File: config.mk
export PLATFORM = sky130hd
export DESIGN_NAME = alu16bit_sub_seq
export DESIGN_NICKNAME = d
export VERILOG_FILES = /design/src/rtl/alu16_pkg.sv /design/src/rtl/sub_digit.sv /design/src/rtl/alu16bit_sub_seq.sv
export SDC_FILE = /design/constraint.sdc
export NUM_CORES = 1
export LEC_CHECK = 0
export ABC_AREA = 1
export ABC_CLOCK_PERIOD_IN_PS = 4920
export CAP_MARGIN = 40
export CORE_ASPECT_RATIO = 1.4
export CORE_MARGIN = 4
export CORE_UTILIZATION = 40
export DETAILED_ROUTE_END_ITERATION = 10
export DONT_BUFFER_PORTS = 1
export GPL_TIMING_DRIVEN = 0
export PLACE_DENSITY = 0.61
export RECOVER_POWER = 100
export SYNTH_ARGS = -nofsm -noshare
export SYNTH_HDL_FRONTEND = slang
export SYNTH_SLANG_ARGS = --single-unit
File: constraint.sdc
create_clock -name clk -period 4.92 [get_ports clk]
set_input_delay 0.984 -clock clk [delete_from_list [all_inputs] [get_ports clk]]
set_output_delay 0.984 -clock clk [all_outputs]
set_load 0.02 [all_outputs]
File: src/rtl/alu16_pkg.sv
// Shared types and helpers for the 16-bit ALU datapaths.
// The overflow helper is shared by the serial and combinational subtract paths.
package alu16_pkg;

    localparam int ALU_W = 16;

    typedef enum logic [1:0] {
        IDLE = 2'd0,
        RUN  = 2'd1,
        DONE = 2'd2
    } state_e;

    // Signed overflow of x - y, judged from the operand and result sign bits.
    function automatic logic sub_overflow(input logic x_msb, input logic y_msb, input logic z_msb);
        return (x_msb & ~y_msb & ~z_msb) | (~x_msb & y_msb & z_msb);
    endfunction

endpackage

File: src/rtl/sub_digit.sv
// One DIGIT_W-bit slice of a ripple subtractor: {bout, d} = xd - yd - bin.
module sub_digit #(
    parameter int DIGIT_W = 1
) (
    input  logic [DIGIT_W-1:0] xd,
    input  logic [DIGIT_W-1:0] yd,
    input  logic               bin,
    output logic [DIGIT_W-1:0] d,
    output logic               bout
);

    always_comb begin
        {bout, d} = {1'b0, xd} - {1'b0, yd} - {{DIGIT_W{1'b0}}, bin};
    end

endmodule

File: src/rtl/alu16bit_sub_seq.sv
// Digit-serial 16-bit subtractor Z = X - Y with start/busy/done handshake.
// Result and flags update together in the final digit cycle and hold until the next done.
module alu16bit_sub_seq
    import alu16_pkg::*;
#(
    parameter int DIGIT_W = 1
) (
    input  logic             clk,
    input  logic             rst,
    input  logic             start,
    input  logic [ALU_W-1:0] X,
    input  logic [ALU_W-1:0] Y,
    output logic [ALU_W-1:0] Z,
    output logic             Sign,
    output logic             Zero,
    output logic             Borrow,
    output logic             Parity,
    output logic             Overflow,
    output logic             busy,
    output logic             done
);

    localparam int N     = ALU_W / DIGIT_W;
    localparam int CNT_W = $clog2(N) + 1;

    if (DIGIT_W != 1 && DIGIT_W != 2 && DIGIT_W != 4 && DIGIT_W != 8 && DIGIT_W != 16) begin : g_bad_digit_w
        $error("alu16bit_sub_seq: DIGIT_W must be 1, 2, 4, 8 or 16");
    end

    state_e             state_q, state_d;
    logic [ALU_W-1:0]   xs_q, xs_d, ys_q, ys_d, zs_q, zs_d, zs_next;
    logic [CNT_W-1:0]   cnt_q, cnt_d;
    logic               bin_q, bin_d, x15_q, x15_d, y15_q, y15_d;
    logic [ALU_W-1:0]   z_q, z_d;
    logic               sign_q, sign_d, zero_q, zero_d, borrow_q, borrow_d;
    logic               parity_q, parity_d, ovf_q, ovf_d;
    logic [DIGIT_W-1:0] digit;
    logic               bout;

    sub_digit #(.DIGIT_W(DIGIT_W)) u_sub_digit (
        .xd   (xs_q[DIGIT_W-1:0]),
        .yd   (ys_q[DIGIT_W-1:0]),
        .bin  (bin_q),
        .d    (digit),
        .bout (bout)
    );

    always_comb begin
        // NOTE: every signal gets a default first so no path leaves it unassigned (no latches).
        state_d  = state_q;
        xs_d     = xs_q;
        ys_d     = ys_q;
        zs_d     = zs_q;
        cnt_d    = cnt_q;
        bin_d    = bin_q;
        x15_d    = x15_q;
        y15_d    = y15_q;
        z_d      = z_q;
        sign_d   = sign_q;
        zero_d   = zero_q;
        borrow_d = borrow_q;
        parity_d = parity_q;
        ovf_d    = ovf_q;
        // New digit enters at the top; after N shifts the LSB digit sits at bit 0.
        zs_next  = (zs_q >> DIGIT_W) | (ALU_W'(digit) << (ALU_W - DIGIT_W));

        case (state_q)
            IDLE, DONE: begin
                if (start) begin
                    state_d = RUN;
                    xs_d    = X;
                    ys_d    = Y;
                    x15_d   = X[ALU_W-1];
                    y15_d   = Y[ALU_W-1];
                    bin_d   = 1'b0;
                    cnt_d   = '0;
                end else begin
                    state_d = IDLE;
                end
            end
            RUN: begin
                xs_d  = xs_q >> DIGIT_W;
                ys_d  = ys_q >> DIGIT_W;
                zs_d  = zs_next;
                bin_d = bout;
                cnt_d = cnt_q + CNT_W'(1);
                if (cnt_q == CNT_W'(N - 1)) begin
                    state_d  = DONE;
                    z_d      = zs_next;
                    sign_d   = zs_next[ALU_W-1];
                    zero_d   = (zs_next == '0);
                    borrow_d = bout;
                    parity_d = ~^zs_next;
                    ovf_d    = sub_overflow(x15_q, y15_q, zs_next[ALU_W-1]);
                end
            end
            default: state_d = IDLE;
        endcase
    end

    // NOTE: sequential state uses non-blocking assignments so all flops update from pre-edge values.
    always_ff @(posedge clk) begin
        if (rst) begin
            state_q  <= IDLE;
            xs_q     <= '0;
            ys_q     <= '0;
            zs_q     <= '0;
            cnt_q    <= '0;
            bin_q    <= 1'b0;
            x15_q    <= 1'b0;
            y15_q    <= 1'b0;
            z_q      <= '0;
            sign_q   <= 1'b0;
            zero_q   <= 1'b0;
            borrow_q <= 1'b0;
            parity_q <= 1'b0;
            ovf_q    <= 1'b0;
        end else begin
            state_q  <= state_d;
            xs_q     <= xs_d;
            ys_q     <= ys_d;
            zs_q     <= zs_d;
            cnt_q    <= cnt_d;
            bin_q    <= bin_d;
            x15_q    <= x15_d;
            y15_q    <= y15_d;
            z_q      <= z_d;
            sign_q   <= sign_d;
            zero_q   <= zero_d;
            borrow_q <= borrow_d;
            parity_q <= parity_d;
            ovf_q    <= ovf_d;
        end
    end

    assign Z        = z_q;
    assign Sign     = sign_q;
    assign Zero     = zero_q;
    assign Borrow   = borrow_q;
    assign Parity   = parity_q;
    assign Overflow = ovf_q;
    assign busy     = (state_q == RUN);
    assign done     = (state_q == DONE);

endmodule

==> impl_metrics.toml <==
[run_status]
status = "completed"

[clocking]
htreeDepth = 3
clkSlewWorstSetupHoldPaths_ps = 60
buffers_from_clock_root_to_sink_at_most = 2
cts_made_buffers = 9
cts-hold-fix-buffers = 0
cts_root_buffer = "sky130_fd_sc_hd__clkbuf_16"
post_cts_resized = 0
cts.sinks = 77
clk_latency_ps = 330
post-cts-setup-buffers = 0
cts_tree = "yes"

[critical_path]
reg2reg_to = "Z[13]"
cp_max_fo = 10
critPathLaunchType = "register"
worst_setup_path_end_kind = "output port"
crit_arrival_ps = 1500
r2r_cells = 10
r2r-start = "cnt_q[0]"
timing.critical_path.required_ps = 3940
r2r_slack_ps = 2700
worst-setup-path-type = "reg2out"

[finish]
final_layout_size_suffix_gt1_share_pct = 7.01
diodes = 0
synthToLayoutAreaGrowth_pct = 12.4
final_cell_mix = "sky130_fd_sc_hd__nand2_1, sky130_fd_sc_hd__dfxtp_1, sky130_fd_sc_hd__inv_1"
finish.instance_area_mm2 = 0.00374
final_nets = 483
stdcell_count = 544
mostFrequentLayoutCell = "sky130_fd_sc_hd__nand2_1"

[timing]
fin_tns_setup_ps = 0
setup_viol = 0
worstMarginPinSlew_ps = 682
unrepaired_setup_endpoints_after_global_routing = "no"
timing.clock.skew_ps = 3.13
postLayoutSetupSlackWorst_ps = 2440
count_of_pins_over_their_slew_limit = 0
fmaxAchievable_ghz = 0.403
min_period_over_period_pct = 50.4
final_period_minus_worst_setup_slack_ps = 2480
hold_violation_total_from_the_final_report = 0
slew_headroom_pct = 54.5

[yosys]
yosys.area.top_type = "sky130_fd_sc_hd__dfxtp_1"
syn-cell-area_mm2 = 0.00332
asyncSetResetFlopFracSynth_pct = 0
synth_area_leaders = "sky130_fd_sc_hd__dfxtp_1, sky130_fd_sc_hd__nand2_1, sky130_fd_sc_hd__a31oi_1, sky130_fd_sc_hd__a21oi_1, sky130_fd_sc_hd__inv_1"
netlist_instances = 427
synthesis.area_per_instance_um2 = 7.78
synth_cell_types = 27
syn_nets = 472
fraction_of_synthesized_cell_area_taken_by_the_top_area_cell_type_pct = 46.4
yosys_register_bits = 77
ys_seq_area_share_pct = 46.4
number_of_synthesized_flops_with_an_enable_pin = 0
ys_warn_count = 0
top_flip_flop_cell_by_instance_count_after_synthesis = "sky130_fd_sc_hd__dfxtp_1"

[route]
vias_per_cell = 5.14
drt-wirelength-per-cell_um = 14.3
remaining_drc_errors = 0
routed-via-count = 2794
dr_iter_0_viols = 153
postRouteAntennaNets = 0
detailedRoute.firstPassIterationCount = 4
drt_wl_total_um = 7780

[power]
clkPwrFrac_pct = 46.9
power.combinational.fraction_pct = 12.3
power_switching_share_pct = 24.2
power_report.internal_total_mw = 1.25
ir_worst_vdd_uv = 242
leakage_nw = 1.44
report.power.total_mw = 1.65
power_frac_seq_pct = 40.8
power.density_mw_per_mm2 = 441
p_sw_mw = 0.399

[global_route]
antenna_violations_before_repair = 0
number_of_global_route_vias_before_repair = 2752
grt.total_usage_pct = 16.7
grt_max_degree = 13
globalRoute.totalOverflow = 0
grt_pass1_wl_um = 13000

[placed_design]
post-place-cells = 529
io_buf_count = 0
place_ws_ps = 2800
gp_congestion = 0.859
hpwl_um = 5650
place_area_mm2 = 0.00345

[min_path]
hold_depth = 1
hold_path.startpoint = "cnt_q[3]"
hold_path_class = "reg2reg"
whs_endpoint = "cnt_q[3]"

[floorplanning]
die-height_um = 116
die_width_um = 85.0
initial_standard_cell_utilization_of_the_core_pct = 40.8
design.die.area_mm2 = 0.00985
core.rowCount = 39
core_area_mm2 = 0.00815
io-pin-count = 58

[run]
max_cap_viol = 0
[state kept, by name (all words and copies together), names as in the netlist]
signal	count
Zero	1
ys_q	16
x15_q	1
Overflow	1
state_q	2
y15_q	1
Parity	1
cnt_q	5
Borrow	1
bin_q	1
xs_q	16
zs_q	15
Z	16
[worst max-delay path, cell delays in order (launching register included)]
cell and delay [ps]:
sky130_fd_sc_hd__dfxtp_1 390, sky130_fd_sc_hd__nand2_4 100, sky130_fd_sc_hd__inv_2 120, sky130_fd_sc_hd__clkbuf_1 540
[per-stage QoR]
step,hold WS [ps],util (%)
2_1_floorplan,437,-
3_3_place_gp,450,42.3
3_5_place_dp,456,42.3
4_1_cts,465,46.6
5_1_grt,491,45.8
6_report,466,45.8
[power by group through the flow]
| stage | Sequential (mW) | Clock (mW) | Combinational [mW] |
|---|---|---|---|
| finish | 0.673 | 0.773 | 0.203 |
| detailed placement | 0.686 | 0 | 0.207 |
| global route | 0.676 | 0.819 | 0.235 |
| floorplan | 0.682 | 0 | 0.163 |
| global placement | 0.685 | 0 | 0.202 |
| CTS | 0.673 | 0.785 | 0.208 |
[cell families after synthesis]
group | Yosys count | share of synthesized area, %
AND/OR/NAND/NOR | 171 | 21.1
XOR/XNOR | 5 | 1.32
flip-flops | 77 | 46.4
buffers and inverters | 63 | 9.15
AO/OA/AOI/OAI | 101 | 18.0
adder cells (fa/ha/maj) | 10 | 3.99
[worst max path at each step]
stage	cells after the start	from	endpoint	slack [ps]
CTS	3	state_q[0]	busy	2690
finish	3	state_q[0]	busy	2440
global placement	5	rst	zs_q[10]	2810
global route	3	state_q[0]	busy	2300
detailed placement	5	rst	zs_q[10]	2800
floorplan	3	state_q[0]	busy	3180
[Yosys cell counts, types with 2 or more instances]
cell                         n
sky130_fd_sc_hd__nand2_1   136
sky130_fd_sc_hd__dfxtp_1    77
sky130_fd_sc_hd__inv_1      35
sky130_fd_sc_hd__a21oi_1    31
sky130_fd_sc_hd__a31oi_1    30
sky130_fd_sc_hd__o21ai_0    25
sky130_fd_sc_hd__nand3_1    23
sky130_fd_sc_hd__o21ai_2    10
sky130_fd_sc_hd__clkbuf_1    9
sky130_fd_sc_hd__ha_1        9
sky130_fd_sc_hd__nor2_1      7
sky130_fd_sc_hd__buf_2       6
sky130_fd_sc_hd__buf_4       5
sky130_fd_sc_hd__buf_8       3
sky130_fd_sc_hd__inv_2       3
sky130_fd_sc_hd__nand2_4     3
sky130_fd_sc_hd__xnor2_1     3
sky130_fd_sc_hd__a211oi_1    2
sky130_fd_sc_hd__xor2_1      2
[layout make-up]
| cell class | instances | area, um^2 |
|---|---|---|
| well taps | 102 | 128 |
| multi-input cells | 287 | 1430 |
| clock buffers | 11 | 253 |
| clock inverters | 4 | 95.1 |
| flip-flops and latches | 77 | 1540 |
| plain buffers | 24 | 133 |
| fillers | 825 | 4410 |
| inverters | 39 | 154 |
[per-layer routing]
layer / vias up / track usage, % / routed length [um]
li1: 1423 / - / -
met1: 1290 / 18.5 / 3290
met2: 69 / 28.2 / 3830
met3: 12 / 5.76 / 507
met4: 0 / 8.66 / 150
met5: - / 0 / 0
Note: power is estimated with default switching activity, not from simulation.
